==> src/rtl/multi_sync_pulser.sv <==
`default_nettype none
// ============================================================================
// Module   : multi_sync_pulser
// Purpose  : Multi-channel pulse sequencer. Each channel synchronises one
//            asynchronous sync input, detects a selectable edge and emits a
//            delayed, programmable pulse train. It supports one-shot arming
//            and keeps a saturating count of triggers that were rejected
//            because the channel was busy.
// Revision : 1.0 - initial release
// ----------------------------------------------------------------------------
// Ports (channel i uses slice [i*W +: W] of each packed vector):
//   CLK, RST_N    clock, synchronous active-low reset
//   SYNC_IN       asynchronous sync inputs
//   SW_START      software trigger (one-cycle pulse)
//   ARM           re-arm pulse for one-shot channels
//   CLEAR         clears MISSED counter
//   CFG_EN        channel enable
//   CFG_EDGE      00 rising, 01 falling, 10 both, 11 none
//   CFG_ONESHOT   disarm after each completed train
//   CFG_DELAY     cycles from trigger to first pulse
//   CFG_WIDTH     pulse high cycles (0 treated as 1)
//   CFG_GAP       low cycles between pulses (0 treated as 1)
//   CFG_REPEAT    pulses per train, 0 = continuous
//   STROBE        detected-edge strobe (decoded, not registered)
//   PULSE         registered pulse output
//   BUSY          channel not idle
//   DONE          one-cycle strobe at train completion
//   ARMED         channel accepts triggers
//   MISSED        saturating count of triggers rejected while busy
// ============================================================================
module multi_sync_pulser #(
  parameter int CHANNELS    = 2,
  parameter int CNT_WIDTH   = 16,
  parameter int SYNC_STAGES = 2
) (
  input  logic                          CLK,
  input  logic                          RST_N,
  input  logic [CHANNELS-1:0]           SYNC_IN,
  input  logic [CHANNELS-1:0]           SW_START,
  input  logic [CHANNELS-1:0]           ARM,
  input  logic [CHANNELS-1:0]           CLEAR,
  input  logic [CHANNELS-1:0]           CFG_EN,
  input  logic [2*CHANNELS-1:0]         CFG_EDGE,
  input  logic [CHANNELS-1:0]           CFG_ONESHOT,
  input  logic [CNT_WIDTH*CHANNELS-1:0] CFG_DELAY,
  input  logic [CNT_WIDTH*CHANNELS-1:0] CFG_WIDTH,
  input  logic [CNT_WIDTH*CHANNELS-1:0] CFG_GAP,
  input  logic [8*CHANNELS-1:0]         CFG_REPEAT,
  output logic [CHANNELS-1:0]           STROBE,
  output logic [CHANNELS-1:0]           PULSE,
  output logic [CHANNELS-1:0]           BUSY,
  output logic [CHANNELS-1:0]           DONE,
  output logic [CHANNELS-1:0]           ARMED,
  output logic [8*CHANNELS-1:0]         MISSED
);

  typedef enum logic [1:0] {
    ST_IDLE  = 2'd0,
    ST_DELAY = 2'd1,
    ST_HIGH  = 2'd2,
    ST_GAP   = 2'd3
  } state_t;

  localparam logic [CNT_WIDTH-1:0] CNT_ONE = {{(CNT_WIDTH-1){1'b0}}, 1'b1};

  for (genvar i = 0; i < CHANNELS; i++) begin : g_ch
    logic [SYNC_STAGES-1:0] sync_q;
    logic                   hist_q;
    logic                   sync_last;
    logic                   strobe;
    logic [1:0]             edge_sel;
    logic [CNT_WIDTH-1:0]   cfg_delay;
    logic [CNT_WIDTH-1:0]   cfg_width;
    logic [CNT_WIDTH-1:0]   cfg_gap;
    logic [7:0]             cfg_repeat;
    state_t                 state_q;
    state_t                 state_d;
    logic [CNT_WIDTH-1:0]   cnt_q;
    logic [CNT_WIDTH-1:0]   cnt_d;
    logic [7:0]             pcnt_q;
    logic [7:0]             pcnt_d;
    logic [7:0]             pcnt_inc;
    logic [CNT_WIDTH-1:0]   wid_q;
    logic [CNT_WIDTH-1:0]   gap_q;
    logic [7:0]             rep_q;
    logic                   load;
    logic                   done_d;
    logic                   armed_q;
    logic                   pulse_q;
    logic                   busy_q;
    logic                   done_q;
    logic [7:0]             missed_q;
    logic                   trig;
    logic                   miss;

    // Width and gap of zero behave as one cycle.
    assign edge_sel   = CFG_EDGE[2*i +: 2];
    assign cfg_delay  = CFG_DELAY[i*CNT_WIDTH +: CNT_WIDTH];
    assign cfg_width  = (CFG_WIDTH[i*CNT_WIDTH +: CNT_WIDTH] == '0) ? CNT_ONE
                        : CFG_WIDTH[i*CNT_WIDTH +: CNT_WIDTH];
    assign cfg_gap    = (CFG_GAP[i*CNT_WIDTH +: CNT_WIDTH] == '0) ? CNT_ONE
                        : CFG_GAP[i*CNT_WIDTH +: CNT_WIDTH];
    assign cfg_repeat = CFG_REPEAT[8*i +: 8];

    // Synchroniser chain plus one history flop for edge detection.
    always_ff @(posedge CLK) begin
      if (!RST_N) begin
        sync_q <= '0;
        hist_q <= 1'b0;
      end else begin
        sync_q <= {sync_q[SYNC_STAGES-2:0], SYNC_IN[i]};
        hist_q <= sync_q[SYNC_STAGES-1];
      end
    end

    assign sync_last = sync_q[SYNC_STAGES-1];

    always_comb begin
      strobe = 1'b0;
      case (edge_sel)
        2'b00:   strobe = sync_last & ~hist_q;
        2'b01:   strobe = ~sync_last & hist_q;
        2'b10:   strobe = sync_last ^ hist_q;
        default: strobe = 1'b0;
      endcase
    end

    // A simultaneous strobe and software start merge into one trigger.
    assign trig     = (strobe | SW_START[i]) & CFG_EN[i] & armed_q;
    assign miss     = trig & (state_q != ST_IDLE);
    assign pcnt_inc = pcnt_q + 8'd1;

    // Next-state logic. Counters run down to zero, so each phase lasts
    // (loaded value + 1) cycles; the delay value itself lives only in cnt_q
    // because it is consumed at trigger time.
    always_comb begin
      state_d = state_q;
      cnt_d   = cnt_q;
      pcnt_d  = pcnt_q;
      load    = 1'b0;
      done_d  = 1'b0;
      if (!CFG_EN[i]) begin
        state_d = ST_IDLE;
        pcnt_d  = '0;
      end else begin
        case (state_q)
          ST_IDLE: begin
            if (trig) begin
              load   = 1'b1;
              pcnt_d = '0;
              if (cfg_delay == '0) begin
                state_d = ST_HIGH;
                cnt_d   = cfg_width - CNT_ONE;
              end else begin
                state_d = ST_DELAY;
                cnt_d   = cfg_delay - CNT_ONE;
              end
            end
          end
          ST_DELAY: begin
            if (cnt_q == '0) begin
              state_d = ST_HIGH;
              cnt_d   = wid_q - CNT_ONE;
            end else begin
              cnt_d = cnt_q - CNT_ONE;
            end
          end
          ST_HIGH: begin
            if (cnt_q == '0) begin
              pcnt_d = pcnt_inc;
              if ((rep_q != '0) && (pcnt_inc == rep_q)) begin
                state_d = ST_IDLE;
                done_d  = 1'b1;
              end else begin
                state_d = ST_GAP;
                cnt_d   = gap_q - CNT_ONE;
              end
            end else begin
              cnt_d = cnt_q - CNT_ONE;
            end
          end
          ST_GAP: begin
            if (cnt_q == '0) begin
              state_d = ST_HIGH;
              cnt_d   = wid_q - CNT_ONE;
            end else begin
              cnt_d = cnt_q - CNT_ONE;
            end
          end
          default: state_d = ST_IDLE;
        endcase
      end
    end

    // State, shadow registers and registered outputs (derived from the next
    // state so they line up with the state register).
    always_ff @(posedge CLK) begin
      if (!RST_N) begin
        state_q <= ST_IDLE;
        cnt_q   <= '0;
        pcnt_q  <= '0;
        wid_q   <= CNT_ONE;
        gap_q   <= CNT_ONE;
        rep_q   <= '0;
        pulse_q <= 1'b0;
        busy_q  <= 1'b0;
        done_q  <= 1'b0;
      end else begin
        state_q <= state_d;
        cnt_q   <= cnt_d;
        pcnt_q  <= pcnt_d;
        pulse_q <= (state_d == ST_HIGH);
        busy_q  <= (state_d != ST_IDLE);
        done_q  <= done_d;
        if (load) begin
          wid_q <= cfg_width;
          gap_q <= cfg_gap;
          rep_q <= cfg_repeat;
        end
      end
    end

    // Arming and missed-trigger bookkeeping; CLEAR beats a same-cycle miss.
    always_ff @(posedge CLK) begin
      if (!RST_N) begin
        armed_q  <= 1'b1;
        missed_q <= '0;
      end else begin
        if (!CFG_ONESHOT[i] || ARM[i]) begin
          armed_q <= 1'b1;
        end else if (done_d) begin
          armed_q <= 1'b0;
        end
        if (CLEAR[i]) begin
          missed_q <= '0;
        end else if (miss && (missed_q != 8'hFF)) begin
          missed_q <= missed_q + 8'd1;
        end
      end
    end

    assign STROBE[i]       = strobe;
    assign PULSE[i]        = pulse_q;
    assign BUSY[i]         = busy_q;
    assign DONE[i]         = done_q;
    assign ARMED[i]        = armed_q;
    assign MISSED[8*i +: 8] = missed_q;
  end

endmodule
`default_nettype wire

==> config.mk <==
export PLATFORM = sky130hd
export DESIGN_NAME = multi_sync_pulser
export DESIGN_NICKNAME = d
export VERILOG_FILES = /design/src/rtl/multi_sync_pulser.sv
export SDC_FILE = /design/constraint.sdc
export NUM_CORES = 1
export LEC_CHECK = 0
export CORE_ASPECT_RATIO = 1.5
export CORE_MARGIN = 10
export CORE_UTILIZATION = 35
export CTS_CLUSTER_DIAMETER = 150
export DETAILED_ROUTE_END_ITERATION = 12
export SYNTH_ARGS = -nofsm -noshare
export SYNTH_HDL_FRONTEND = slang
export SYNTH_SLANG_ARGS = --single-unit
export TNS_END_PERCENT = 10
==> constraint.sdc <==
create_clock -name CLK -period 4.5 [get_ports CLK]
set_input_delay 0.675 -clock CLK [delete_from_list [all_inputs] [get_ports CLK]]
set_output_delay 0.675 -clock CLK [all_outputs]
set_load 0.01 [all_outputs]
==> flow_summary.toml, run 1 <==
[sta]
fin_setup_tns_ps = 0
drv_slew = 0
tightestPinTransition_ps = 848.0
period_needed_ps = 3868
rsz0062_at_grt = "no"
final-setup-viol-count = 0
post-route-period-util_pct = 85.95
fmax_mhz = 258.5
skew_ps = 8.331
hold_viol_final = 0
slew_headroom_pct = 43.35

[synth]
synthFlopType = "dfxtp_1"
synth_cells = 1436
synth-edff-count = 0
yosysSeqAreaShare_pct = 30.42
async_flop_share_pct = 0
ys.warnings.count = 0
ys_ff_latch = 162
syn_nets = 1583
syn-cell-area_sq_um = 10660
ys_types = 88
syn_area_per_cell_sq_um = 7.425

[route]
avgViaCountPerCell = 5.662
drt-met1-wl_mm = 13.99
routedWlPerCell_um = 18.95
ant_nets = 0
top_layer = "met5"
first_pass_iters = 6
drtIter0Drc = 703
vias = 11159
drc = 0
drt-total-wl_mm = 37.36
routed-wl-met3_mm = 1.948
wl_met2_mm = 19.72

[status]
status = "finished clean"

[finish]
nets = 1703
area_growth_syn_to_layout_pct = 23.01
final_layout_size_suffix_gt1_share_pct = 6.310
fillers = 3103

[placed_design]
hpwl_mm = 29.14
gp_congestion = 0.9834
io_buffers = 155

[setup_path]
crit_path_start_kind = "input port"
critical_path_class = "in2reg"
r2r-end = "g_ch[1].cnt_q[4]"
reg2regPathDepth = 7
critPathCaptureType = "register"
worstPathRequired_ps = 4830
r2r-start = "g_ch[1].cnt_q[7]"
rrSetupSlack_ps = 1400
arrival_ps = 4190
cp_max_fo = 8

[die]
ioPinCount = 156
fp.dieH_um = 233.8
coreArea_sq_um = 30160
start_util_pct = 35.36
fp-row-count = 78
fp.dieW_um = 162.5
die-area_sq_um = 37990

[clock_network]
h-tree-depth = 4
root_buffer = "clkbuf_16"
holdBufCountCts = 0
post_cts_buffers = 0
post_cts_resized = 0
cts_tree = "done"
clockBufferDepth = 2
cts.clk_slew.worst_paths_ps = 70
clkLatencyLatePin_ps = 450
cts_buffers = 17
cts_sinks = 162

[worst_hold_path]
hold-path-endpoint = "g_ch[1].sync_q[1]"
holdPathStages = 1
min_from = "g_ch[1].sync_q[0]"
holdCritPathClass = "reg2reg"

[power]
fin_total_pwr_mw = 3.903
ir_worst_vdd_uv = 258.4
p_leak_nw = 4.707
powerDensity_nw_per_um2 = 297.5

[global_route]
grt_usage_pct = 19.22
antenna_found_initial = 6
grt_pass1_wl_mm = 58.42
grt_pass1_vias = 10924
gr-total-overflow = 0
grt_max_degree = 47

[flow_run]
max_cap_viol_count = 0
[power by group]
part           internal [mW]  switching, mW
clock network          0.808          0.701
logic                  0.349          0.455
registers               1.50         0.0884
[routing by layer]
layer,GRT usage (%),vias up
met4,9.778,8
met1,19.55,5255
met5,0,-
met2,35.61,340
li1,-,5464
met3,4.687,92
[worst max-delay path: stages]
cell             delay, ps
clkdlybuf4s50_1        630
nor4_2                  90
buf_4                  160
nor4b_1                170
a21oi_1                190
nor2_1                  60
nor2_1                 160
ha_1                   230
nor3b_1                300
nand3_1                180
a311oi_1               660
mux2_2                 410
o21ai_0                170
a31oi_1                100
[cell families after synthesis]
group,count (synthesis),share of synthesized area [%]
AND/OR/NAND/NOR,638,29.90
AO/OA/AOI/OAI,392,23.23
flip-flops,162,30.42
buffers and inverters,115,5.175
XOR/XNOR,106,8.707
adder cells (fa/ha/maj),17,1.995
multiplexers,6,0.5750
[worst max-delay path by stage]
stage | depth (start not counted) | start | slack [ps] | endpoint
finish | 14 | CFG_WIDTH[3] | 630 | g_ch[0].cnt_q[12]
CTS | 14 | CFG_WIDTH[3] | 770 | g_ch[0].cnt_q[12]
global placement | 14 | CFG_WIDTH[3] | 390 | g_ch[0].cnt_q[12]
floorplan | 15 | CFG_DELAY[2] | 1030 | g_ch[0].cnt_q[6]
global route | 15 | CFG_WIDTH[3] | 370 | g_ch[0].cnt_q[14]
detailed placement | 14 | CFG_WIDTH[3] | 290 | g_ch[0].cnt_q[12]
[Yosys cell counts, types with 8 or more instances]
| library cell | instances | share of area, % |
|---|---|---|
| ha_1 | 17 | 2.0 |
| nor3_1 | 39 | 1.8 |
| buf_2 | 8 | 0.38 |
| xor2_1 | 59 | 4.8 |
| nor4_1 | 32 | 1.9 |
| nand4_1 | 15 | 0.88 |
| a21oi_1 | 156 | 7.3 |
| and3_1 | 8 | 0.47 |
| a211oi_1 | 14 | 0.99 |
| or3_1 | 34 | 2.0 |
| nand2_1 | 243 | 8.6 |
| buf_4 | 12 | 0.84 |
| nor2_1 | 120 | 4.2 |
| clkbuf_1 | 52 | 1.8 |
| o221ai_1 | 12 | 0.99 |
| or4_1 | 17 | 1.2 |
| a31oi_1 | 26 | 1.5 |
| o211ai_1 | 10 | 0.70 |
| nand2b_1 | 15 | 0.88 |
| xnor2_1 | 47 | 3.9 |
| and2_1 | 16 | 0.94 |
| nand3b_1 | 9 | 0.63 |
| o21ai_0 | 66 | 3.1 |
| o22ai_1 | 9 | 0.53 |
| o21a_1 | 12 | 0.84 |
| inv_1 | 29 | 1.0 |
| dfxtp_1 | 162 | 30 |
| nand3_1 | 36 | 1.7 |
[per-stage QoR]
stage / util, % / setup slack, ps / hold WS (ps) / instance area, sq um / instances
6_report: 43.49 / 632.1 / 436.5 / 13120 / 1971
5_1_grt: 43.49 / 366.7 / 458.6 / 13110 / 1970
2_1_floorplan: - / 1035 / 411.9 / 10660 / 1436
4_1_cts: 43.48 / 767.1 / 443.6 / 13110 / 1969
3_5_place_dp: 41.47 / 291.5 / 426.4 / 12500 / 1937
3_3_place_gp: 41.47 / 390.1 / 428.0 / 12500 / 1937
[placed cells by master, fill, tap and decap left out, types with 8 or more instances in the layout]
cell type,count
and2_1,16
or3_1,34
nand4_1,15
a211oi_1,14
or4_1,17
nand2b_1,15
o21a_1,12
nor2_1,118
xor2_1,59
nand3b_1,9
clkdlybuf4s50_1,154
nand3_1,36
inv_1,28
o211ai_1,10
nor4_1,32
o22ai_1,9
xnor2_1,47
nor3_1,39
nand2_1,243
ha_1,17
o21ai_0,66
dfxtp_1,162
o221ai_1,12
clkbuf_16,17
a31oi_1,26
and3_1,8
buf_4,30
a21oi_1,156
[area by class of cell]
cell class,count,area (sq um),share of cell area (%)
Clock buffer,18,439.2,3.348
Sequential cell,162,3243,24.73
Multi-Input combinational cell,1159,6873,52.40
Antenna cell,2,5.005,0.03816
Inverter,31,116.4,0.8872
Tap cell,400,500.5,3.816
Clock inverter,14,167.7,1.278
Timing Repair Buffer,185,1772,13.51
[flip-flops by register name (all words and copies together) (netlist names)]
| signal | cells |
|---|---|
| g_ch.pcnt_q | 16 |
| g_ch.armed_q | 2 |
| g_ch.rep_q | 16 |
| g_ch.gap_q | 32 |
| g_ch.cnt_q | 32 |
| g_ch.sync_q | 4 |
| g_ch.hist_q | 2 |
| g_ch.done_q | 2 |
| g_ch.pulse_q | 2 |
| g_ch.busy_q | 2 |
| g_ch.wid_q | 32 |
| g_ch.state_q | 4 |
| g_ch.missed_q | 16 |
Power figures use the tool's default switching activity.
==> inputs of run 2 (changes only) <==
--- a/config.mk
+++ b/config.mk
@@ -6,10 +6,10 @@
 export NUM_CORES = 1
 export LEC_CHECK = 0
 export CORE_ASPECT_RATIO = 1.5
-export CORE_MARGIN = 10
-export CORE_UTILIZATION = 35
+export CORE_UTILIZATION = 56
 export CTS_CLUSTER_DIAMETER = 150
 export DETAILED_ROUTE_END_ITERATION = 12
+export PLACE_DENSITY = 0.82
 export SYNTH_ARGS = -nofsm -noshare
 export SYNTH_HDL_FRONTEND = slang
 export SYNTH_SLANG_ARGS = --single-unit
==> flow_summary.toml, run 2 (synthesized netlist as in run 1, its figures left out) <==
[status]
status = "finished clean"

[clock_network]
cts_sinks = 162
cts_tree = "done"
clockBufferDepth = 2
root_buffer = "clkbuf_16"
post_cts_resized = 0
holdBufCountCts = 0
post_cts_buffers = 0
clkLatencyLatePin_ps = 440
cts_buffers = 17
h-tree-depth = 4
cts.clk_slew.worst_paths_ps = 70

[placed_design]
io_buffers = 155
hpwl_mm = 25.86
gp_congestion = 0.9668
place_area_sq_um = 12270

[route]
first_pass_iters = 8
drt-total-wl_mm = 34.81
drt-met1-wl_mm = 12.38
vias = 11397
top_layer = "met4"
ant_nets = 0
routedWlPerCell_um = 19.19
drtIter0Drc = 962
drc = 0
wl_met2_mm = 17.93
avgViaCountPerCell = 6.283
routed-wl-met3_mm = 2.089

[finish]
final-seq-area_sq_um = 3243
final_layout_size_suffix_gt1_share_pct = 5.826
area_growth_syn_to_layout_pct = 20.69
top_regs = "g_ch.cnt_q x32, g_ch.gap_q x32, g_ch.wid_q x32"
fillers = 1680
nets = 1696
final_common_cell = "nand2_1"
final_area_sq_um = 12870
multi_input_area_sq_um = 6873
diodes = 0
utilization_pct = 69.10
final_cell_mix = "243 x nand2_1, 162 x dfxtp_1, 156 x a21oi_1"

[global_route]
grt_usage_pct = 36.29
antenna_found_initial = 0
gr-total-overflow = 0
grt_pass1_vias = 11000
grt_pass1_wl_mm = 55.35
grt_max_degree = 47

[setup_path]
cp_max_fo = 4
critical_path_class = "in2reg"
worstPathRequired_ps = 4830
crit_path_start_kind = "input port"
arrival_ps = 4050
critPathCaptureType = "register"

[sta]
tightestPinTransition_ps = 1088
hold_viol_final = 0
drv_slew = 0
fin_setup_tns_ps = 0
skew_ps = 8.547
final-setup-viol-count = 0
timing.hold.ws_ps = 467.6
period_needed_ps = 3723
slew_headroom_pct = 26.79
rsz0062_at_grt = "no"
post-route-period-util_pct = 82.73
fmax_mhz = 268.6

[power]
p_leak_nw = 4.670
powerDensity_nw_per_um2 = 303.8
ir_worst_vdd_uv = 250.6
fin_total_pwr_mw = 3.910

[die]
start_util_pct = 57.26
ioPinCount = 156
fp.dieH_um = 171
coreArea_sq_um = 18620
fp.dieW_um = 114.7
die-area_sq_um = 19610
fp-row-count = 61

[worst_hold_path]
holdCritPathClass = "reg2reg"

[flow_run]
max_cap_viol_count = 0
-- run 2: layer usage --
metal	up-vias	global-route usage, %
met5	-	0
li1	5419	-
met3	159	6.872
met1	5333	36.85
met2	486	65.74
met4	0	26.31
-- run 2: metrics by stage --
stage | instances | setup slack (ps)
2_1_floorplan | 1436 | 1035
3_3_place_gp | 1782 | 523.5
3_5_place_dp | 1782 | 440.1
4_1_cts | 1814 | 881.0
5_1_grt | 1814 | 463.4
6_report | 1814 | 777.3
-- run 2: final timing paths --
path                     startpoint                end  slack [ps]  cells after the start
setup / recovery      CFG_WIDTH[14]   g_ch[0].cnt_q[8]         780                     14
hold / removal    g_ch[1].sync_q[0]  g_ch[1].sync_q[1]         470                      1
setup reg to reg   g_ch[1].cnt_q[0]   g_ch[1].cnt_q[2]        1170                      9
hold reg to reg   g_ch[1].sync_q[0]  g_ch[1].sync_q[1]         470                      1
-- run 2: worst max-delay path, stage by stage --
cell and delay [ps]:
clkdlybuf4s50_1 470, or4_1 610, nor4b_1 510, a21oi_1 170, nor2_1 120, nor2_1 70, ha_1 230, nor3b_1 160
nand2_1 120, a311oi_1 70, a21o_1 180, o21ai_0 320, a31oi_1 140, o21a_1 190
-- run 2: final cells by class --
type,instances,share of cell area (%)
multi-input cells,1159,53.41
flip-flops and latches,162,25.20
repair buffers,178,13.36
clock buffers,20,3.549
well taps,252,2.450
clock inverters,12,1.128
inverters,31,0.9042
-- run 2: power breakdown --
group / internal, mW / leakage (nW) / total (mW) / switching, mW
registers: 1.50 / 1.32 / 1.59 / 0.0905
logic: 0.347 / 3.05 / 0.809 / 0.462
clock network: 0.860 / 0.294 / 1.51 / 0.649
total: 2.71 / 4.67 / 3.91 / 1.20
